### src/rtl/input_conditioner_pkg.sv
// ============================================================================
// Module      : input_conditioner_pkg
// Description : Shared types and default constants for the input conditioner.
// Revision    : 1.0 - initial release
// ============================================================================
`default_nettype none

package input_conditioner_pkg;

  typedef enum logic [0:0] {
    STABLE  = 1'b0,
    CONFIRM = 1'b1
  } state_e;

  localparam int DEBOUNCE_1MS_50MHZ = 50000;
  localparam int DEFAULT_STRETCH    = 4;

  // Counter width able to hold 0 .. n-1, never narrower than one bit.
  function automatic int cnt_width(input int n);
    return (n > 1) ? $clog2(n) : 1;
  endfunction

endpackage

`default_nettype wire

### src/rtl/debounce_channel.sv
// ============================================================================
// Module      : debounce_channel
// Description : One input channel: 2-flop synchroniser, counter debounce and
//               registered rise/fall strobes. PULSE_STRETCH_EN widens strobes.
// Revision    : 1.0 - initial release
// ============================================================================
`default_nettype none

module debounce_channel
  import input_conditioner_pkg::*;
#(
  parameter int   DEBOUNCE_CYCLES = DEBOUNCE_1MS_50MHZ,
  parameter logic IDLE_BIT        = 1'b0,
  parameter int   STRETCH_CYCLES  = DEFAULT_STRETCH
) (
  input  logic clockpulse,
  input  logic clear_,
  input  logic raw_in,
  output logic level_out,
  output logic rise_pulse,
  output logic fall_pulse
);

  localparam int               CNT_W    = cnt_width(DEBOUNCE_CYCLES);
  localparam logic [CNT_W-1:0] TERM_CNT = CNT_W'(DEBOUNCE_CYCLES - 1);

  if (DEBOUNCE_CYCLES < 1 || STRETCH_CYCLES < 1) begin : g_param_check
    $error("debounce_channel: DEBOUNCE_CYCLES and STRETCH_CYCLES must be >= 1");
  end

  logic             sync1_q;
  logic             sync2_q;
  logic             level_q, level_d;
  state_e           state_q, state_d;
  logic [CNT_W-1:0] count_q, count_d;
  logic             rise_q,  rise_d;
  logic             fall_q,  fall_d;
  logic             rise_evt;
  logic             fall_evt;

  always_comb begin
    level_d  = level_q;
    state_d  = state_q;
    count_d  = count_q;
    rise_evt = 1'b0;
    fall_evt = 1'b0;
    case (state_q)
      STABLE: begin
        count_d = '0;
        if (sync2_q != level_q) begin
          if (DEBOUNCE_CYCLES == 1) begin
            level_d  = sync2_q;
            rise_evt = sync2_q;
            fall_evt = ~sync2_q;
          end else begin
            count_d = CNT_W'(1);
            state_d = CONFIRM;
          end
        end
      end
      CONFIRM: begin
        if (sync2_q == level_q) begin
          count_d = '0;
          state_d = STABLE;
        end else if (count_q == TERM_CNT) begin
          level_d  = sync2_q;
          count_d  = '0;
          state_d  = STABLE;
          rise_evt = sync2_q;
          fall_evt = ~sync2_q;
        end else begin
          count_d = count_q + 1'b1;
        end
      end
      default: begin
        count_d = '0;
        state_d = STABLE;
      end
    endcase
  end

`ifdef PULSE_STRETCH_EN
  localparam int               STR_W    = cnt_width(STRETCH_CYCLES);
  localparam logic [STR_W-1:0] STR_LOAD = STR_W'(STRETCH_CYCLES - 1);

  logic [STR_W-1:0] stretch_q, stretch_d;

  // A new event always restarts the stretch, so an opposite edge cuts the old strobe short.
  always_comb begin
    rise_d    = rise_q;
    fall_d    = fall_q;
    stretch_d = stretch_q;
    if (rise_evt || fall_evt) begin
      rise_d    = rise_evt;
      fall_d    = fall_evt;
      stretch_d = STR_LOAD;
    end else if (stretch_q != '0) begin
      stretch_d = stretch_q - 1'b1;
    end else begin
      rise_d = 1'b0;
      fall_d = 1'b0;
    end
  end

  always_ff @(posedge clockpulse) begin
    if (!clear_) begin
      stretch_q <= '0;
    end else begin
      stretch_q <= stretch_d;
    end
  end
`else
  always_comb begin
    rise_d = rise_evt;
    fall_d = fall_evt;
  end
`endif

  always_ff @(posedge clockpulse) begin
    if (!clear_) begin
      sync1_q <= IDLE_BIT;
      sync2_q <= IDLE_BIT;
      level_q <= IDLE_BIT;
      state_q <= STABLE;
      count_q <= '0;
      rise_q  <= 1'b0;
      fall_q  <= 1'b0;
    end else begin
      sync1_q <= raw_in;
      sync2_q <= sync1_q;
      level_q <= level_d;
      state_q <= state_d;
      count_q <= count_d;
      rise_q  <= rise_d;
      fall_q  <= fall_d;
    end
  end

  assign level_out  = level_q;
  assign rise_pulse = rise_q;
  assign fall_pulse = fall_q;

endmodule

`default_nettype wire

### src/rtl/input_conditioner.sv
// ============================================================================
// Module      : input_conditioner
// Description : Debounces CHANNELS raw board inputs into clean levels and
//               edge strobes. Optional macro PULSE_STRETCH_EN widens strobes.
// Revision    : 1.0 - initial release
// ============================================================================
`default_nettype none

module input_conditioner
  import input_conditioner_pkg::*;
#(
  parameter int                  CHANNELS        = 5,
  parameter int                  DEBOUNCE_CYCLES = DEBOUNCE_1MS_50MHZ,
  parameter logic [CHANNELS-1:0] IDLE_LEVEL      = '0,
  parameter int                  STRETCH_CYCLES  = DEFAULT_STRETCH
) (
  input  logic                clockpulse,
  input  logic                clear_,
  input  logic [CHANNELS-1:0] raw_in,
  output logic [CHANNELS-1:0] level_out,
  output logic [CHANNELS-1:0] rise_pulse,
  output logic [CHANNELS-1:0] fall_pulse
);

  for (genvar g = 0; g < CHANNELS; g++) begin : g_channel
    debounce_channel #(
      .DEBOUNCE_CYCLES (DEBOUNCE_CYCLES),
      .IDLE_BIT        (IDLE_LEVEL[g]),
      .STRETCH_CYCLES  (STRETCH_CYCLES)
    ) u_channel (
      .clockpulse (clockpulse),
      .clear_     (clear_),
      .raw_in     (raw_in[g]),
      .level_out  (level_out[g]),
      .rise_pulse (rise_pulse[g]),
      .fall_pulse (fall_pulse[g])
    );
  end

endmodule

`default_nettype wire

### config.mk
export PLATFORM = sky130hd
export DESIGN_NAME = input_conditioner
export DESIGN_NICKNAME = d
export VERILOG_FILES = /design/src/rtl/input_conditioner_pkg.sv /design/src/rtl/debounce_channel.sv /design/src/rtl/input_conditioner.sv
export SDC_FILE = /design/constraint.sdc
export NUM_CORES = 1
export LEC_CHECK = 0
export BUFFER_PORTS_ARGS = -buffer_cell sky130_fd_sc_hd__buf_2
export CORE_ASPECT_RATIO = 0.6
export CORE_MARGIN = 8
export CORE_UTILIZATION = 53
export DETAILED_ROUTE_END_ITERATION = 8
export PLACE_DENSITY_LB_ADDON = 0.25
export SLEW_MARGIN = 5
export SYNTH_ARGS = -nofsm -noshare
export SYNTH_HDL_FRONTEND = slang
export SYNTH_SLANG_ARGS = --single-unit
### constraint.sdc
create_clock -name clockpulse -period 4.3 [get_ports clockpulse]
set_input_delay 1.075 -clock clockpulse [delete_from_list [all_inputs] [get_ports clockpulse]]
set_output_delay 1.075 -clock clockpulse [all_outputs]
set_load 0.005 [all_outputs]
# --- Yosys cells after proc, flatten, opt, wreduce, memory -nomap -nowiden ---
# Cells that the tools add are included.
classes:
  addsub: 5
  multipliers: 0
  div_mod_pow: 0
  order_cmp: 0
  eq_ne: 15
  shift: 0
  muxes: 40
  n_bitwise: 21
  reduce_logical: 10
ops:
  columns: ["operator", "n"]
  rows:
  - ["16-bit two-way mux", 10]
  - ["16-bit one-hot mux with 2 select lines", 5]
  - ["16-bit by 1-bit adder with 16-bit output, second input constant", 5]
  - ["16-bit == test, second input constant", 5]
  - ["1-bit NOT", 21]
  - ["1-bit two-way mux", 20]
  - ["4-bit OR reduction", 5]
  - ["3-bit AND reduction", 5]
  - ["1-bit one-hot mux with 2 select lines", 5]
  - ["1-bit == test", 5]
  - ["1-bit inequality test", 5]
word_totals:
  regBits: 110
  latchBits: 0
  ramBits: 0
  romBits: 0
  in_bits: 7
  out_inout_bits: 15
  mem_count: 0

# --- Depth between registers and ports, before layout ---
logic_depth:
  word_depth: 4
  depth_mapped: 7
  mapped_depth_nobuf: 5

# --- By module ---
# From an unflattened synthesis, not the netlist that was laid out.
unflattened:
  cells_unflattened: 505
  area_unflattened_um2: 4718.3
modules_own_cells:
  columns: ["module", "instances", "cells_each", "area_each_um2", "seq_area_each_um2"]
  rows:
  - ["debounce_channel at g_channel[0].u_channel ...", 4, 102, 948.4, 440.4]
  - ["debounce_channel at g_channel[4].u_channel", 1, 97, 924.6, 440.4]

# --- Worst setup path after synthesis ---
# Ideal clock, no wire load.
synth_path:
  path_kind: "in2reg"
  startpoint: "in clear_"
  endpoint: "reg g_channel[0].u_channel.count_q[11]"
  setup_time_ns: 0.064
  arrival_ns: 2.196
  required_ns: 4.236
  slack_ns: 2.040
  cell_stages: 6
  n_path_buf: 3
  cell_sequence: "clkbuf_1 > nand3_1 > or2_2 > buf_2 > buf_4 > nor2_1"
synth_lines:
  columns: ["item", "line", "source"]
  rows:
  - ["from (decl)", "input_conditioner.sv:18", "input logic clear_,"]
  - ["to (signal assigned)", "debounce_channel.sv:133", "count_q <= count_d;"]
  - ["to (decl)", "debounce_channel.sv:35", "logic [CNT_W-1:0] count_q, count_d;"]

# --- Worst setup path after layout ---
layout_path:
  startpoint: "reg g_channel[1].u_channel.count_q[0]"
  endpoint: "reg g_channel[1].u_channel.count_q[6]"
layout_between:
  elab_chain_cells: 4
  word_cells_on_any_way: 5
  classes_between: "1 x add/sub; 1 x eq/ne; 3 x mux"
layout_rtl:
  columns: ["item", "line", "source"]
  rows:
  - ["from (decl)", "debounce_channel.sv:35", null]
  - ["from (signal assigned)", "debounce_channel.sv:133", null]
  - ["16-bit by 1-bit adder with 16-bit output or 16-bit == test (tied branches)", "debounce_channel.sv:72, debounce_channel.sv:65", null]
  - ["16-bit two-way mux (*)", "debounce_channel.sv:65", "end else if (count_q == TERM_CNT) begin"]
  - ["16-bit two-way mux (*)", "debounce_channel.sv:62", "if (sync2_q == level_q) begin"]
  - ["16-bit one-hot mux with 2 select lines (*)", "debounce_channel.sv:47", "case (state_q)"]
# Every way passes the cells marked *; elsewhere a longest branch is shown, timed or not.
# A chain may end at the register's enable or synchronous reset.

==> impl_results.md <==
* DR DRC count at 0
* Postcts setup bufs at 0
* Setup TNS at 0 ns
* Ports at 22
* Register-to-register setup slack at 2.05 ns
* Max Slew Vio Count at 0
* WP data arrival at 2.43 ns
* Nets@finish at 547
* Final hold slack at 0.4325 ns
* Final Setup Violations at 0
* Clk_lat worst skew at between 0.3 and 0.4 ns
* Routability cong. at 0.8268
* Die W at roughly 140 um
* Cts repair resizes at 0
* Synth top area cells: dfxtp_1, xnor2_1, nor2_1, nand3_1, nand4_1
* TritonCTS Sinks at 110
* RSZ-0062 raised after global routing: false
* Peak Freq at 445.4 MHz
* CTS root buf: clkbuf_16
* Initial Util at 55.20%
* Crit path kind: register to register
* Layout cell share with drive strength beyond 1 at 8.889%
* Cts bufs inserted at 9
* DP Wirelength at 6.124 mm
* Tcrit/Tclk final at 52.21%
* Row count at 26
* Mean post-synth cell area at between 8 and 9 um2
* Worst rel slew slack at 27.88%
* Global-route wire length before repair at roughly 15 mm
* Fill count at 747
* Most area-hungry cell type in the Yosys netlist: dfxtp_1
* H-tree depth at 3
* Syn Nets at 545
* VDD IR max at ~0.00026 V
* GR Layer Usage met2 at approximately 22%
* Top cell type's share of synthesized area at 46.45%
* 1st-pass router iterations at 4
* Layout area overhead at 7.047%
* Crit path time final at approximately 2.2 ns
* Total core area at 8588 um2
* WL/cell at 13.19 um
* Register area share after synthesis at between 40 and 50%
* Global-route met3 utilization at 4.509%
* R2R cell count at 5
* Post-Syn Area at 4741 um2
* #FFs+latches synth at 110
* Worst slew pin tran at 1.080 ns
* Die H at roughly 90 um
* Final Hold Vio Count at 0
* Hold Buf Count CTS at 0
* Hold depth at 1
* Die area at 12330 um2
* Drt initial violations at 243
* Most frequent cell after synthesis: dfxtp_1
* Worst R2R Start: g_channel[1].u_channel.count_q[0]$_SDFF_PN0_
* Placed cell area at roughly 4800 um2
* LEAKAGE at 1.602 nW
* Most used DFF post-synth: dfxtp_1
* Post-synth EDFFs at 0
* GR peak layer: met2
* Reg-to-Reg End: g_channel[1].u_channel.count_q[6]$_SDFF_PP0_
* Vias after detailed routing at 3490
* Final Util at 59.09%
* Total grt overflow at 0
* All-Layer GR Usage at 14.71%
* Routed WL at 8.597 mm
* Number of global-route vias before repair at 3168
* Antenna diodes at 0
* CTS tree: yes
* CP max FO at 15
* Synth cell types at 44
* Syn Inst Count at 533
* Post-synth top cells: dfxtp_1, nor2_1, xnor2_1
* Fin area at 5075 um2
* Hold Crit Start: g_channel[0].u_channel.sync1_q$_SDFF_PN0_
* Worst Skew at 0.004237 ns
* Port buffer count at 21
* CP Launch Type: register
* CTS clk-pin slew, worst paths at 0.07 ns
* Hold EP: g_channel[0].u_channel.sync2_q$_SDFF_PN0_
* Largest net degree at the start of global routing at 37
* Post-route ant nets at 0
* Max-cap violation count at 0
* Status: finished, final reports clean
* CP Data Required Time at roughly 4.5 ns
* DR vias/cell at about 5.4
* Async SR Flop Fraction at 0%
* Clk buf depth at 2
* Ys Warns at 0
* Initial antenna violation count at 0
* P per Cell Area at 352.3 nW/um2
* Met1 usage at roughly a fifth
* Hold crit path type: register to register
* Worst setup EP type: register
-- stage by stage --
| step | instances | worst slack (ns) | total power [W] |
|---|---|---|---|
| floorplan | 533 | 2.040 | 0.001065 |
| global placement | 636 | 1.820 | 0.001070 |
| detailed placement | 636 | 1.737 | 0.001071 |
| CTS | 652 | 2.041 | 0.001815 |
| global route | 652 | 1.824 | 0.001860 |
| finish | 652 | 2.055 | 0.001788 |
-- power breakdown --
| group | leakage (nW) | internal, W | total [W] | switching, W |
|---|---|---|---|---|
| registers | 0.889 | 0.00103 | 0.00103 | 0.00000492 |
| clock network | 0.135 | 0.000388 | 0.000741 | 0.000353 |
| logic | 0.578 | 0.00000699 | 0.0000169 | 0.00000993 |
-- per-layer routing --
layer  wire length [um]  share of wire (%)
met1               4524                 53
met5                  0                  0
met4                 74               0.86
met3                372                4.3
met2               3625                 42
-- worst max-delay path, cell delays in order, from the launching register on --
cell and delay, ns:
dfxtp_1 0.37, ha_1 0.22, and3_1 0.25, nand4_1 0.20
o21bai_1 0.90, nor2_1 0.13
-- final cells by class --
cell class              instances  area [um2]  area share, %
clock buffers                   9       225.2          4.438
clock inverters                 7       41.29         0.8136
inverters                      21       78.83          1.553
multi-input cells             371        2275          44.82
flip-flops and latches        110        2202          43.39
well taps                     112       140.1          2.761
repair buffers                 22       112.6          2.219
-- logic make-up after synthesis --
group,synth area share [%]
and+or+nand+nor,29.51
DFF,46.45
xor gates and xnor gates,12.75
buffers and inverters,5.569
AOI/OAI and AO/OA,3.985
adders and majority gates,1.320
muxes,0.4223
-- worst max-delay path by stage --
stage                                                       startpoint                                             to  slack (ns)  cells past startpoint
after floorplan                                                 clear_  g_channel[0].u_channel.count_q[11]$_SDFF_PP0_        2.04                      6
after global placement                                          clear_   g_channel[4].u_channel.count_q[8]$_SDFF_PP0_        1.82                      3
after detailed placement                                        clear_  g_channel[4].u_channel.count_q[13]$_SDFF_PP0_        1.74                      3
after CTS                 g_channel[1].u_channel.count_q[0]$_SDFF_PN0_   g_channel[1].u_channel.count_q[6]$_SDFF_PP0_        2.04                      5
after global routing      g_channel[1].u_channel.count_q[0]$_SDFF_PN0_  g_channel[1].u_channel.count_q[11]$_SDFF_PP0_        1.82                      5
final                     g_channel[1].u_channel.count_q[0]$_SDFF_PN0_   g_channel[1].u_channel.count_q[6]$_SDFF_PP0_        2.05                      5
-- sequential cells by signal (all words and copies together) (netlist names) --
| register | cells |
|---|---|
| g_channel.u_channel.count_q | 80 |
| g_channel.u_channel.state_q | 5 |
| g_channel.u_channel.fall_pulse | 5 |
| g_channel.u_channel.rise_pulse | 5 |
| g_channel.u_channel.sync2_q | 5 |
| g_channel.u_channel.level_out | 5 |
| g_channel.u_channel.sync1_q | 5 |
-- placed cells by master, fill, tap and decap left out, types with 3 or more instances in the layout --
| cell | instances |
|---|---|
| nor4_1 | 20 |
| clkinv_2 | 5 |
| nand2_1 | 24 |
| clkbuf_16 | 9 |
| ha_1 | 5 |
| o21ai_0 | 5 |
| nor3_1 | 24 |
| dfxtp_1 | 110 |
| nor2b_1 | 7 |
| and3_1 | 10 |
| xnor2_1 | 60 |
| nor4b_1 | 4 |
| or2_2 | 3 |
| and2_1 | 11 |
| o21a_1 | 3 |
| buf_2 | 21 |
| nor2_1 | 92 |
| inv_1 | 21 |
| o211ai_1 | 3 |
| nand4_1 | 24 |
| nand3_1 | 30 |
| and4_1 | 3 |
| a21oi_1 | 4 |
| a211oi_1 | 4 |
| xor2_1 | 9 |
| nor4bb_1 | 3 |
No activity file was read; power rests on OpenSTA's default activity.
